--- src/rtl/piezo_note_sequencer.sv ---
// rtl/piezo_note_sequencer.sv - walks a note ROM and drives the piezo tone driver
module piezo_note_sequencer #(
   parameter int ADDR_W      = 8,
   parameter int TICK_CYCLES = 2500000,
   parameter int GAP_CYCLES  = 250000
) (
   input  logic              clk,
   input  logic              rst,
   input  logic              start,
   input  logic              stop,
   input  logic [ADDR_W-1:0] start_addr,
   output logic [ADDR_W-1:0] note_addr,
   input  logic [23:0]       note_data,
   output logic              piezo_en,
   output logic [19:0]       freq_div,
   output logic              busy,
   output logic              done
);

   localparam logic [2:0] S_IDLE  = 3'd0;
   localparam logic [2:0] S_FETCH = 3'd1;
   localparam logic [2:0] S_LOAD  = 3'd2;
   localparam logic [2:0] S_PLAY  = 3'd3;
   localparam logic [2:0] S_GAP   = 3'd4;

   // One shared counter times both the duration prescaler and the gap
   localparam int CNT_MAX    = (TICK_CYCLES > GAP_CYCLES) ? TICK_CYCLES : GAP_CYCLES;
   localparam int CNT_W      = (CNT_MAX > 1) ? $clog2(CNT_MAX) : 1;
   localparam int GAP_LAST_I = (GAP_CYCLES > 0) ? GAP_CYCLES - 1 : 0;
   localparam logic [CNT_W-1:0] TICK_LAST = CNT_W'(TICK_CYCLES - 1);
   localparam logic [CNT_W-1:0] GAP_LAST  = CNT_W'(GAP_LAST_I);

   logic [2:0]        state_q,     state_d;
   logic [ADDR_W-1:0] note_addr_q, note_addr_d;
   logic [19:0]       freq_div_q,  freq_div_d;
   logic              piezo_en_q,  piezo_en_d;
   logic [3:0]        dur_q,       dur_d;
   logic [CNT_W-1:0]  presc_q,     presc_d;

   logic [3:0]        rom_dur;
   logic [19:0]       rom_div;

   assign rom_dur = note_data[23:20];
   assign rom_div = note_data[19:0];

   // Next-state logic; stop overrides whatever the state would have done
   always_comb begin
      state_d     = state_q;
      note_addr_d = note_addr_q;
      freq_div_d  = freq_div_q;
      piezo_en_d  = piezo_en_q;
      dur_d       = dur_q;
      presc_d     = presc_q;

      case (state_q)
         S_IDLE: begin
            if (start) begin
               note_addr_d = start_addr;
               state_d     = S_FETCH;
            end
         end
         S_FETCH: begin
            state_d = S_LOAD;
         end
         S_LOAD: begin
            if (rom_dur == 4'd0) begin
               state_d = S_IDLE;
            end else begin
               freq_div_d = rom_div;
               piezo_en_d = (rom_div != 20'd0);
               dur_d      = rom_dur;
               presc_d    = '0;
               state_d    = S_PLAY;
            end
         end
         S_PLAY: begin
            if (presc_q == TICK_LAST) begin
               presc_d = '0;
               if (dur_q == 4'd1) begin
                  dur_d      = 4'd0;
                  piezo_en_d = 1'b0;
                  freq_div_d = 20'd0;
                  if (GAP_CYCLES > 0) begin
                     state_d = S_GAP;
                  end else begin
                     note_addr_d = note_addr_q + ADDR_W'(1);
                     state_d     = S_FETCH;
                  end
               end else begin
                  dur_d = dur_q - 4'd1;
               end
            end else begin
               presc_d = presc_q + CNT_W'(1);
            end
         end
         S_GAP: begin
            if (presc_q == GAP_LAST) begin
               presc_d     = '0;
               note_addr_d = note_addr_q + ADDR_W'(1);
               state_d     = S_FETCH;
            end else begin
               presc_d = presc_q + CNT_W'(1);
            end
         end
         default: begin
            state_d = S_IDLE;
         end
      endcase

      if (stop) begin
         state_d    = S_IDLE;
         piezo_en_d = 1'b0;
         freq_div_d = 20'd0;
         dur_d      = 4'd0;
         presc_d    = '0;
      end
   end

   // State and output registers with asynchronous reset
   always_ff @(posedge clk or posedge rst) begin
      if (rst) begin
         state_q     <= S_IDLE;
         note_addr_q <= '0;
         freq_div_q  <= 20'd0;
         piezo_en_q  <= 1'b0;
         dur_q       <= 4'd0;
         presc_q     <= '0;
      end else begin
         state_q     <= state_d;
         note_addr_q <= note_addr_d;
         freq_div_q  <= freq_div_d;
         piezo_en_q  <= piezo_en_d;
         dur_q       <= dur_d;
         presc_q     <= presc_d;
      end
   end

   assign note_addr = note_addr_q;
   assign piezo_en  = piezo_en_q;
   assign freq_div  = freq_div_q;
   assign busy      = (state_q != S_IDLE);
   assign done      = (state_q == S_LOAD) && (rom_dur == 4'd0) && !stop;

endmodule

--- config.mk ---
export PLATFORM = sky130hd
export DESIGN_NAME = piezo_note_sequencer
export DESIGN_NICKNAME = d
export VERILOG_FILES = /design/src/rtl/piezo_note_sequencer.sv
export SDC_FILE = /design/constraint.sdc
export NUM_CORES = 1
export LEC_CHECK = 0
export ABC_AREA = 0
export BUFFER_PORTS_ARGS = -buffer_cell sky130_fd_sc_hd__buf_2
export CORE_UTILIZATION = 28
export DETAILED_ROUTE_END_ITERATION = 10
export PLACE_DENSITY = 0.5
export SKIP_LAST_GASP = 1
export SLEW_MARGIN = 10
export SYNTH_ARGS = -nofsm -noshare
export SYNTH_HDL_FRONTEND = slang
export SYNTH_SLANG_ARGS = --single-unit
--- constraint.sdc ---
create_clock -name clk -period 2.6 [get_ports clk]
set_clock_uncertainty 0.2 [all_clocks]
set_input_delay 0.52 -clock clk [delete_from_list [all_inputs] [get_ports clk]]
set_output_delay 0.52 -clock clk [all_outputs]
set_load 0.03 [all_outputs]
## Word level (Yosys, flattened, before mapping)

Index checks and enable logic that the tools add are counted.

- Input port bits: 36
- Output and inout port bits: 31
- Flip-flop bits (word level): 58
- Logic and storage cells: 68

- Equality and inequality tests: 14
- Add/subtract/negate cells: 3
- Mux-type cells: 30
- Reductions and logical operators: 15

Operators by type and width:

| cell | number |
|---|---|
| 22-bit 2-to-1 mux | 4 |
| 20-bit 2-to-1 mux | 4 |
| 22-bit one-hot mux with 3 select lines | 1 |
| 20-bit one-hot mux with 2 select lines | 1 |
| 22-bit by 1-bit adder with 22-bit output (second input constant) | 1 |
| 22-bit by 18-bit == test with 1-bit output (second input constant) | 1 |
| 22-bit == test (second input constant) | 1 |
| 20-bit nonzero test | 1 |
| 4-bit 2-to-1 mux | 4 |
| 8-bit 2-to-1 mux | 2 |
| 8-bit one-hot mux with 2 select lines | 1 |
| 3-bit 2-to-1 mux | 5 |
| 3-bit inequality test (second input constant) | 5 |
| 3-bit one-hot mux with 5 select lines | 1 |
| 8-bit by 1-bit adder with 8-bit output (second input constant) | 1 |
| 4-bit one-hot mux with 2 select lines | 1 |
| 4-bit AND reduction | 2 |
| 3-bit by 2-bit == test with 1-bit output (second input constant) | 2 |
| 3-bit AND reduction | 2 |
| 3-bit nonzero test | 2 |
| 4-bit by 1-bit == test with 1-bit output (second input constant) | 1 |
| 4-bit logical NOT | 1 |
| 1-bit 2-to-1 mux | 4 |
| 2-bit inequality test (second input constant) | 2 |
| other kinds (11) | 12 |

## Depth between registers and ports, before layout

Gate-level depths: netlist of run 1.

- Depth in word-level cells: 5
- Depth in mapped cells: 8
- Depth with buffers taken out: 6

## Worst setup path after synthesis of run 1

No wires, ideal clock.

- Kind: in2out
- Start point: input note_data[20]
- End point: output done
- Data arrival time: 1970 ps
- Cell stages on the path: 2
- Buffers on the path: 0
- Slack: -90 ps
- Required time: 1880 ps
- Cells stage by stage: or4_1 > nor4_1

- Word-level cells in the longest chain between the ends: 3

RTL lines:

| what | RTL line | source |
|---|---|---|
| start, declared | 13 | `input logic [23:0] note_data,` |
| 4-bit logical NOT | 142 | `assign done = (state_q == S_LOAD) && (rom_dur == 4'd0) && !stop;` |
| 1-bit logical AND (2 in a row) | 142 |  |
| end, declared | 17 | `output logic done` |

No other way between the ends.

## Final worst setup path of run 1

- Start point: register state_q[2]
- End point: output done

- Word-level cells in the longest chain between the ends: 3

RTL lines:

| what | RTL line | source |
|---|---|---|
| start, declared | 33 | `logic [2:0] state_q, state_d;` |
| start signal, assigned | 129 | `state_q <= state_d;` |
| 3-bit by 2-bit == test with 1-bit output | 142 |  |
| 1-bit logical AND (2 in a row) | 142 |  |

No other way between the ends.

==> results.py, run 1 <==
metrics = {
    "clock_network": {
        "htree_levels": 3,
        "worstSkewPairLatency_ns": 0.33,
        "post-cts-setup-buffer-count": 0,
        "cts-buffers-inserted": 9,
        "cts_tree": "done",
        "postCtsResizedCells": 0,
        "clk_path_buf_depth": 2,
        "root_buffer": "clkbuf_16",
        "clk_pin_slew_ns": 0.06,
        "clock-sinks": 58,
        "postCtsHoldBufs": 1,
    },
    "critical_path": {
        "slowest_delay_ns": 0.43,
        "path_buf_inv": 2,
        "crit_path_max_fanout": 8,
        "startpoint_type": "register",
        "cp.arrival_ns": 1.73,
        "cp.required_ns": 1.88,
        "criticalPathCategory": "reg2out",
        "crit_family": "simple AND/OR/NAND/NOR gates",
        "crit_path_cell_trace": "nand2b_1 > buf_4 > nor4_2 > buf_2",
        "cp_slowest_cell": "dfrtp_1",
        "worst_setup_path_end_kind": "primary output",
    },
    "route": {
        "drtAntennaViolNets": 0,
        "via_per_inst": 5.39,
        "wl_per_cell_um": 15.9,
        "first_pass_iters": 7,
        "drtIter0Drc": 349,
        "wl_um": 9570,
        "dr_total_vias": 3243,
        "drc": 8,
    },
    "yosys": {
        "synth_xor_area_share_pct": 1.57,
        "synth_ff_type": "dfrtp_1",
        "ys_types": 61,
        "synth.area.top_cells": "dfrtp_1 (43%), nand2_1 (6.8%), o21ai_0 (4.3%), a21o_1 (3.1%), a221oi_1 (2.9%)",
        "synthMuxAreaShare_pct": 0.636,
        "netlist_area_um2": 3340,
        "syn_avg_cell_area_um2": 8.87,
        "ys_ff_latch": 58,
        "synthCells": 377,
        "synth_simple_gate_area_share_pct": 25.9,
        "ys_seq_area_share_pct": 43.4,
        "synth_edf_count": 0,
        "synth_top_area_share_pct": 43.4,
        "synth_top_family_by_area": "simple AND/OR/NAND/NOR gates",
        "synth_compound_area_share_pct": 23.1,
        "yosysTopAreaCell": "dfrtp_1",
        "syn_nets": 418,
        "async_flop_share_pct": 100,
        "synth_fa_ha_area_share_pct": 1.87,
        "yosysWarnings": 0,
    },
    "sta": {
        "hold_violations": 0,
        "drv_slew": 0,
        "worstMarginPinSlew_ns": 0.482,
        "max_freq_mhz": 408,
        "fin_setup_tns_ns": 0,
        "holdWs_ns": 0.215,
        "fin_crit_sh_pct": 94.4,
        "slew_headroom_pct": 67.0,
        "setup_viol": 0,
        "layout_min_cycle_time_ns": 2.45,
        "rsz0062_at_grt": "false",
    },
    "power": {
        "power_leakage_nw": 1.93,
        "power_mw": 3.17,
        "ir_worst_vdd_mv": 0.317,
        "p_per_area_nw_per_um2": 741,
    },
    "die": {
        "dieArea_um2": 12400,
        "die_x_um": 111,
        "fp-row-count": 39,
        "die_h_um": 111,
        "io_pins": 67,
        "core_um2": 11500,
        "start_util_pct": 29.0,
    },
    "status": {
        "violations": "design-rule violations",
        "status": "finished with violations",
    },
    "hold_path": {
        "hold_path.class": "in2reg",
    },
    "global_routing": {
        "track_usage_pct": 16.4,
        "grt_pass1_vias": 3232,
        "antenna_found_initial": 0,
        "gr-total-overflow": 0,
        "grt_max_degree": 34,
        "grt_pass1_wl_um": 16400,
    },
    "place": {
        "dp_hpwl_um": 6840,
        "place_inst": 585,
        "gp_congestion": 0.797,
        "io_buffers": 66,
    },
    "final_layout": {
        "stdcell_count": 602,
        "post-route-util_pct": 37.2,
        "area_growth_pct": 28.0,
        "fin_nets": 495,
        "drive_gt1_share_pct": 25.9,
        "nFillCells": 1236,
        "diodes": 0,
    },
    "flow_run": {
        "drv_cap": 0,
    },
}
through the flow:
| step | instance area, um^2 | worst slack (ns) |
|---|---|---|
| after floorplan | 3350 | 0.249 |
| after global placement | 3960 | 0.264 |
| after detailed placement | 3960 | 0.228 |
| after CTS | 4280 | 0.145 |
| after global routing | 4280 | 0.0704 |
| final | 4280 | 0.147 |
cell usage after synthesis, drive strengths merged, types with 2 or more instances:
| library cell | count |
|---|---|
| o21ai | 32 |
| nand2 | 61 |
| and2 | 2 |
| a221oi | 11 |
| inv | 7 |
| nor2 | 18 |
| a31oi | 7 |
| nor3b | 3 |
| nor4b | 2 |
| buf | 8 |
| o31ai | 2 |
| o22a | 6 |
| and4 | 4 |
| clkbuf | 12 |
| dfrtp | 58 |
| a311oi | 2 |
| a21oi | 19 |
| nand3 | 13 |
| nand2b | 6 |
| or4 | 2 |
| ha | 5 |
| and3 | 13 |
| xnor2 | 5 |
| nor4 | 10 |
| a211oi | 5 |
| or3 | 7 |
| or2 | 7 |
| a21o | 14 |
| a2111oi | 2 |
| nor3 | 5 |
| nand4 | 9 |
| a221o | 3 |
final cells by class:
class,count,area [um^2],area share (%)
timing repair buffer,86,520,12.2
clock inverter,5,62.6,1.46
tap,143,179,4.18
sequential,58,1450,33.9
clock buffer,11,253,5.90
multi-input combinational,292,1790,41.8
inverter,7,26.3,0.614
kinds of logic (layout without fill, tap and decap cells):
family | Yosys count | count (layout)
compound gates | 113 | 113
flops | 58 | 58
mux | 2 | 2
buf+inv | 27 | 109
xor+xnor | 6 | 6
simple gates | 166 | 166
fa+ha+maj | 5 | 5
worst paths after layout:
path	end	depth (start not counted)	startpoint	slack [ns]
max	done	4	state_q[2]$_DFFE_PP0P_	0.15
min	freq_div[19]$_DFFE_PP0P_	3	note_data[19]	0.21
max reg2reg	presc_q[6]$_DFFE_PP0P_	6	presc_q[16]$_DFFE_PP0P_	0.22
min reg2reg	note_addr[7]$_DFFE_PP0P_	1	note_addr[7]$_DFFE_PP0P_	0.32
max in group asynchronous	presc_q[12]$_DFFE_PP0P_	4	rst	1.21
min in group asynchronous	presc_q[15]$_DFFE_PP0P_	3	rst	0.48
power by group:
group | leakage [nW] | total [mW] | internal, mW | switching (mW)
combinational | 1.00 | 0.810 | 0.268 | 0.542
clock | 0.148 | 1.24 | 0.796 | 0.442
sequential | 0.782 | 1.12 | 1.01 | 0.110
worst reg2reg max path: stages (launching register included):
cell     delay [ns]
dfrtp_1        0.44
or4b_1         0.52
or3_4          0.39
o21ai_4        0.15
buf_12         0.16
a21o_1         0.27
o21ai_0        0.13
state kept, by name, indices dropped and copies added, names as in the netlist:
name / cells
dur_q: 4
note_addr: 8
piezo_en: 1
state_q: 3
presc_q: 22
freq_div: 20
cell usage in the layout (no fill, tap or decap), drive strengths merged, types with 2 or more instances in the layout:
| cell type | count |
|---|---|
| or2 | 7 |
| o21ai | 32 |
| inv | 7 |
| nand2 | 61 |
| nand2b | 6 |
| a311oi | 2 |
| o31ai | 2 |
| and3 | 13 |
| ha | 5 |
| nor3b | 3 |
| buf | 85 |
| dfrtp | 58 |
| nor4 | 10 |
| a221oi | 11 |
| nand4 | 9 |
| or3 | 7 |
| a31oi | 7 |
| and4 | 4 |
| o22a | 6 |
| clkinv | 2 |
| a21oi | 19 |
| a2111oi | 2 |
| xnor2 | 5 |
| nor2 | 18 |
| clkinvlp | 2 |
| a211oi | 5 |
| or4 | 2 |
| nor4b | 2 |
| nor3 | 5 |
| clkbuf | 11 |
| a221o | 3 |
| nand3 | 13 |
| a21o | 14 |
| and2 | 2 |
layer usage:
| metal | share of wire [%] | track usage, % |
|---|---|---|
| met5 | 0 | 0 |
| met4 | 1.7 | 6.76 |
| met1 | 49 | 23.1 |
| met3 | 4.6 | 3.06 |
| met2 | 44 | 24.5 |
Power figures use the tool's default switching activity.
==> inputs of run 2 (changes only) <==
==> constraint.sdc (replaced) <==
create_clock -name clk -period 2.4 [get_ports clk]
set_clock_uncertainty 0.2 [all_clocks]
set_input_delay 0.48 -clock clk [delete_from_list [all_inputs] [get_ports clk]]
set_output_delay 0.48 -clock clk [all_outputs]
set_load 0.03 [all_outputs]
==> results.py, run 2 (same netlist as run 1, synthesis figures left out) <==
metrics = {
    "global_routing": {
        "gr-total-overflow": 0,
        "grt_pass1_vias": 3226,
        "antenna_found_initial": 0,
        "grt_max_degree": 59,
        "grt_pass1_wl_um": 16300,
        "track_usage_pct": 16.4,
    },
    "die": {
        "die_x_um": 111,
        "dieArea_um2": 12400,
        "start_util_pct": 29.0,
        "io_pins": 67,
        "die_h_um": 111,
        "fp-row-count": 39,
        "core_um2": 11500,
    },
    "clock_network": {
        "htree_levels": 3,
        "cts-buffers-inserted": 9,
        "clock-sinks": 58,
        "postCtsHoldBufs": 0,
        "clk_path_buf_depth": 2,
        "cts_tree": "done",
        "clk_pin_slew_ns": 0.05,
        "root_buffer": "clkbuf_16",
        "worstSkewPairLatency_ns": 0.33,
    },
    "place": {
        "place_ws_ns": -0.00172,
        "dp_hpwl_um": 6870,
        "io_buffers": 66,
        "gp_congestion": 0.808,
        "placed_cell_area_um2": 4050,
    },
    "power": {
        "power_mw": 3.58,
        "p_per_area_nw_per_um2": 803,
        "ir_worst_vdd_mv": 0.297,
        "power_leakage_nw": 2.03,
    },
    "route": {
        "via_per_inst": 5.33,
        "drc": 8,
        "wl_um": 9780,
        "wl_per_cell_um": 15.8,
        "first_pass_iters": 7,
        "dr_total_vias": 3295,
        "drtIter0Drc": 219,
        "drtAntennaViolNets": 0,
    },
    "hold_path": {
        "hold_path.class": "in2async",
    },
    "sta": {
        "max_freq_mhz": 433,
        "rsz0062_at_grt": "true",
        "setup_viol": 0,
        "layout_min_cycle_time_ns": 2.31,
        "fin_ws_ns": 0.0906,
        "fin_crit_sh_pct": 96.2,
        "hold_violations": 0,
        "slew_headroom_pct": 66.2,
        "worstMarginPinSlew_ns": 0.495,
        "fin_setup_tns_ns": 0,
        "drv_slew": 0,
    },
    "critical_path": {
        "cp.required_ns": 2.41,
        "criticalPathCategory": "reg2reg",
        "worst_setup_path_end_kind": "register",
        "crit_path_cell_trace": "or4b_4 > or3_4 > o21ai_4 > buf_6 > a21oi_2 > a221o_1",
        "cp.arrival_ns": 2.32,
        "cp_slowest_cell": "or4b_4",
        "crit_path_max_fanout": 5,
        "startpoint_type": "register",
        "slowest_delay_ns": 0.54,
    },
    "final_layout": {
        "area_growth_pct": 33.3,
        "post-route-util_pct": 38.7,
        "largest_register_ff_count": 22,
        "diodes": 0,
        "multi_input_area_um2": 1830,
        "layout_common_cells": "buf_2 (65), nand2_1 (61), dfrtp_1 (58)",
        "fin_nets": 511,
        "fin_area_um2": 4460,
        "drive_gt1_share_pct": 29.5,
        "mostFrequentLayoutCell": "buf_2",
        "nFillCells": 1160,
        "regArea_um2": 1450,
        "top_register": "presc_q",
    },
    "status": {
        "violations": "design-rule violations",
        "status": "finished with violations",
    },
    "flow_run": {
        "drv_cap": 0,
    },
}
## run 2: critical path, delay by kind of cell (launching register included)
family / cells / cell delay [ns]
buffers and inverters: 1 / 0.15
flip-flops: 1 / 0.38
AND/OR/NAND/NOR: 2 / 0.90
AO/OA/AOI/OAI: 3 / 0.55
## run 2: what timing repair did
action | 4_1_cts | 5_1_grt
buffers inserted | 2 | 1
resized for setup | 2 | 8
endpoints found under the setup margin | 4 | 18
pin swaps | 1 | 1
## run 2: final timing paths
check | from | slack (ns) | end | cells past startpoint
worst min register to register | note_addr[5]$_DFFE_PP0P_ | 0.31 | note_addr[5]$_DFFE_PP0P_ | 1
worst max-delay path | presc_q[14]$_DFFE_PP0P_ | 0.09 | presc_q[9]$_DFFE_PP0P_ | 6
min in group clk | note_data[15] | 0.17 | freq_div[15]$_DFFE_PP0P_ | 3
worst max register to register | presc_q[14]$_DFFE_PP0P_ | 0.09 | presc_q[9]$_DFFE_PP0P_ | 6
worst min-delay path | rst | 0.009 | dur_q[1]$_DFFE_PP0P_ | 3
max in group asynchronous | rst | 1.73 | note_addr[4]$_DFFE_PP0P_ | 3
## run 2: final cells by class
type | instances | share of cell area (%)
clock buffer | 12 | 5.98
clock inverter | 4 | 1.63
inverter | 7 | 0.590
multi-input combinational | 292 | 41.0
sequential | 58 | 32.6
tap | 143 | 4.01
timing repair buffer | 102 | 14.3
## run 2: power breakdown
part	leakage [nW]	switching, mW	internal, mW	total (mW)
logic	1.09	0.602	0.314	0.916
clock network	0.165	0.462	0.991	1.45
registers	0.782	0.111	1.10	1.21
total	2.03	1.17	2.40	3.58
## run 2: through the flow
| step | hold WS (ns) | cells |
|---|---|---|
| 6_report | 0.00861 | 618 |
| 5_1_grt | 0.0351 | 618 |
| 4_1_cts | 0.0217 | 617 |
| 3_5_place_dp | 0.305 | 599 |
| 3_3_place_gp | 0.304 | 599 |
| 2_1_floorplan | 0.302 | 377 |
## run 2: per-layer routing
layer / part of all wire, % / wire length [um] / GRT usage [%]
met1: 48 / 4660 / 22.1
met2: 48 / 4650 / 25.8
met3: 3.4 / 335 / 2.79
met4: 1.4 / 134 / 7.21
met5: 0 / 0 / 0
==> inputs of run 3 (changes only) <==
--- a/config.mk
+++ b/config.mk
@@ -8,6 +8,7 @@
 export ABC_AREA = 0
 export BUFFER_PORTS_ARGS = -buffer_cell sky130_fd_sc_hd__buf_2
 export CORE_UTILIZATION = 28
+export CTS_BUF_LIST = sky130_fd_sc_hd__clkbuf_4 sky130_fd_sc_hd__clkbuf_8
 export DETAILED_ROUTE_END_ITERATION = 10
 export PLACE_DENSITY = 0.5
 export SKIP_LAST_GASP = 1
==> results.py, run 3 (same netlist as run 1, synthesis figures left out) <==
metrics = {
    "status": {
        "status": "finished with violations",
        "violations": "design-rule violations",
    },
    "power": {
        "power_leakage_nw": 1.99,
        "swShare_pct": 35.1,
        "power_frac_seq_pct": 37.7,
        "p_per_area_nw_per_um2": 733,
        "comb_power_share_pct": 28.7,
        "power_mw": 3.20,
        "ir_worst_vdd_mv": 0.285,
        "switchingPower_mw": 1.12,
        "clkPwrFrac_pct": 33.7,
        "p_int_mw": 2.08,
    },
    "critical_path": {
        "startpoint_type": "register",
        "worstRegToRegCells": 6,
        "worst_setup_path_end_kind": "primary output",
        "endpoint": "done",
        "r2r_slack_ns": 0.08,
        "cp.required_ns": 1.72,
        "crit_path_max_fanout": 7,
        "criticalPathCategory": "reg2out",
        "r2r-start": "presc_q[14]$_DFFE_PP0P_",
        "reg2reg_to": "presc_q[9]$_DFFE_PP0P_",
        "crit_start": "state_q[2]$_DFFE_PP0P_",
        "cp.arrival_ns": 1.66,
    },
    "final_layout": {
        "top_register": "presc_q",
        "layout_common_cells": "buf_2 (65), nand2_1 (61), dfrtp_1 (57)",
        "largest_register_ff_count": 22,
        "fin_nets": 512,
        "fin_area_um2": 4360,
        "drive_gt1_share_pct": 29.6,
        "area_growth_pct": 30.4,
        "post-route-util_pct": 37.9,
        "mostFrequentLayoutCell": "buf_2",
        "regArea_um2": 1450,
        "stdcell_count": 619,
        "nFillCells": 1181,
        "multi_input_area_um2": 1820,
        "diodes": 0,
    },
    "sta": {
        "worstMarginPinSlew_ns": 0.485,
        "slew_headroom_pct": 66.8,
        "rsz0062_at_grt": "true",
        "hold_violations": 0,
        "max_freq_mhz": 428,
        "fin_crit_sh_pct": 97.4,
        "fin_setup_tns_ns": 0,
        "drv_slew": 0,
        "layout_min_cycle_time_ns": 2.34,
        "setup_viol": 0,
    },
    "route": {
        "drc": 8,
        "wl_per_cell_um": 15.7,
        "first_pass_iters": 8,
        "via_per_inst": 5.41,
        "drtIter0Drc": 218,
        "wl_um": 9730,
        "drtAntennaViolNets": 0,
        "dr_total_vias": 3346,
    },
    "clock_network": {
        "clock-sinks": 58,
        "cts_tree": "done",
        "clk_path_buf_depth": 2,
        "htree_levels": 3,
        "clk_pin_slew_ns": 0.07,
        "cts-buffers-inserted": 9,
        "root_buffer": "clkbuf_8",
        "worstSkewPairLatency_ns": 0.34,
    },
    "global_routing": {
        "gr-total-overflow": 0,
        "grt_max_degree": 59,
        "track_usage_pct": 16.2,
        "grt_pass1_wl_um": 16200,
        "antenna_found_initial": 0,
        "grt_pass1_vias": 3207,
    },
    "die": {
        "dieArea_um2": 12400,
        "io_pins": 67,
        "die_x_um": 111,
        "die_h_um": 111,
        "start_util_pct": 29.0,
        "core_um2": 11500,
        "fp-row-count": 39,
    },
    "hold_path": {
        "hold_path.class": "in2reg",
        "hold_depth": 3,
    },
    "flow_run": {
        "drv_cap": 0,
    },
    "place": {
        "io_buffers": 66,
        "dp_hpwl_um": 6870,
        "gp_congestion": 0.808,
        "placed_cell_area_um2": 4050,
        "place_inst": 599,
    },
}
run 3: cell count changes in the layout (fill, tap and decap cells not counted), sizes merged:
cell	previous run	this run
dlygate4sd3	0	1
run 3: final cells by class:
cell class              instances  share of cell area, %
clock inverters                 4                   1.66
clock buffers                  12                   3.79
flip-flops and latches         58                   33.3
repair buffers                103                   14.8
multi-input cells             292                   41.7
well taps                     143                   4.10
inverters                       7                  0.602
run 3: metrics by stage:
| step | setup slack [ns] | hold slack [ns] |
|---|---|---|
| finish | 0.0634 | 0.163 |
| global placement | 0.0280 | 0.304 |
| detailed placement | -0.00172 | 0.305 |
| floorplan | 0.129 | 0.302 |
| CTS | -0.0228 | 0.139 |
| global route | -0.0541 | 0.164 |
run 3: critical path, cell delays in order, from the launching register on:
cell	delay, ns
dfrtp_1	0.44
nand2b_2	0.26
buf_4	0.18
nor4_4	0.26
buf_6	0.18
run 3: routing by layer:
metal | vias up | GRT usage (%) | share of wire [%]
met5 | - | 0 | 0
met4 | 0 | 5.77 | 1.3
met3 | 11 | 3.06 | 4.3
met2 | 110 | 25.5 | 47
met1 | 1630 | 22.1 | 47
li1 | 1595 | - | -
run 3: how the worst min path moves through the flow:
stage | from | endpoint | slack, ns
after global placement | note_addr[5]$_DFFE_PP0P_ | note_addr[5]$_DFFE_PP0P_ | 0.30
after global routing | note_data[19] | freq_div[19]$_DFFE_PP0P_ | 0.16
final | note_data[8] | freq_div[8]$_DFFE_PP0P_ | 0.16
after floorplan | state_q[2]$_DFFE_PP0P_ | state_q[1]$_DFFE_PP0P_ | 0.30
after detailed placement | note_addr[5]$_DFFE_PP0P_ | note_addr[5]$_DFFE_PP0P_ | 0.31
after CTS | note_data[8] | freq_div[8]$_DFFE_PP0P_ | 0.14
run 3: timing repair:
item,CTS,global route
gates resized for setup,2,8
hold endpoints to repair,14,0
buffers inserted,2,1
hold buffers,1,0
pin swaps,1,2
endpoints found under the setup margin,4,18
run 3: power by group through the flow:
stage               clock (mW)  combinational (mW)  sequential [mW]
CTS                       1.12               0.913             1.20
global placement             0               0.896             1.22
floorplan                    0               0.393             1.40
finish                    1.08               0.917             1.21
global route              1.15               0.991             1.22
detailed placement           0               0.905             1.22
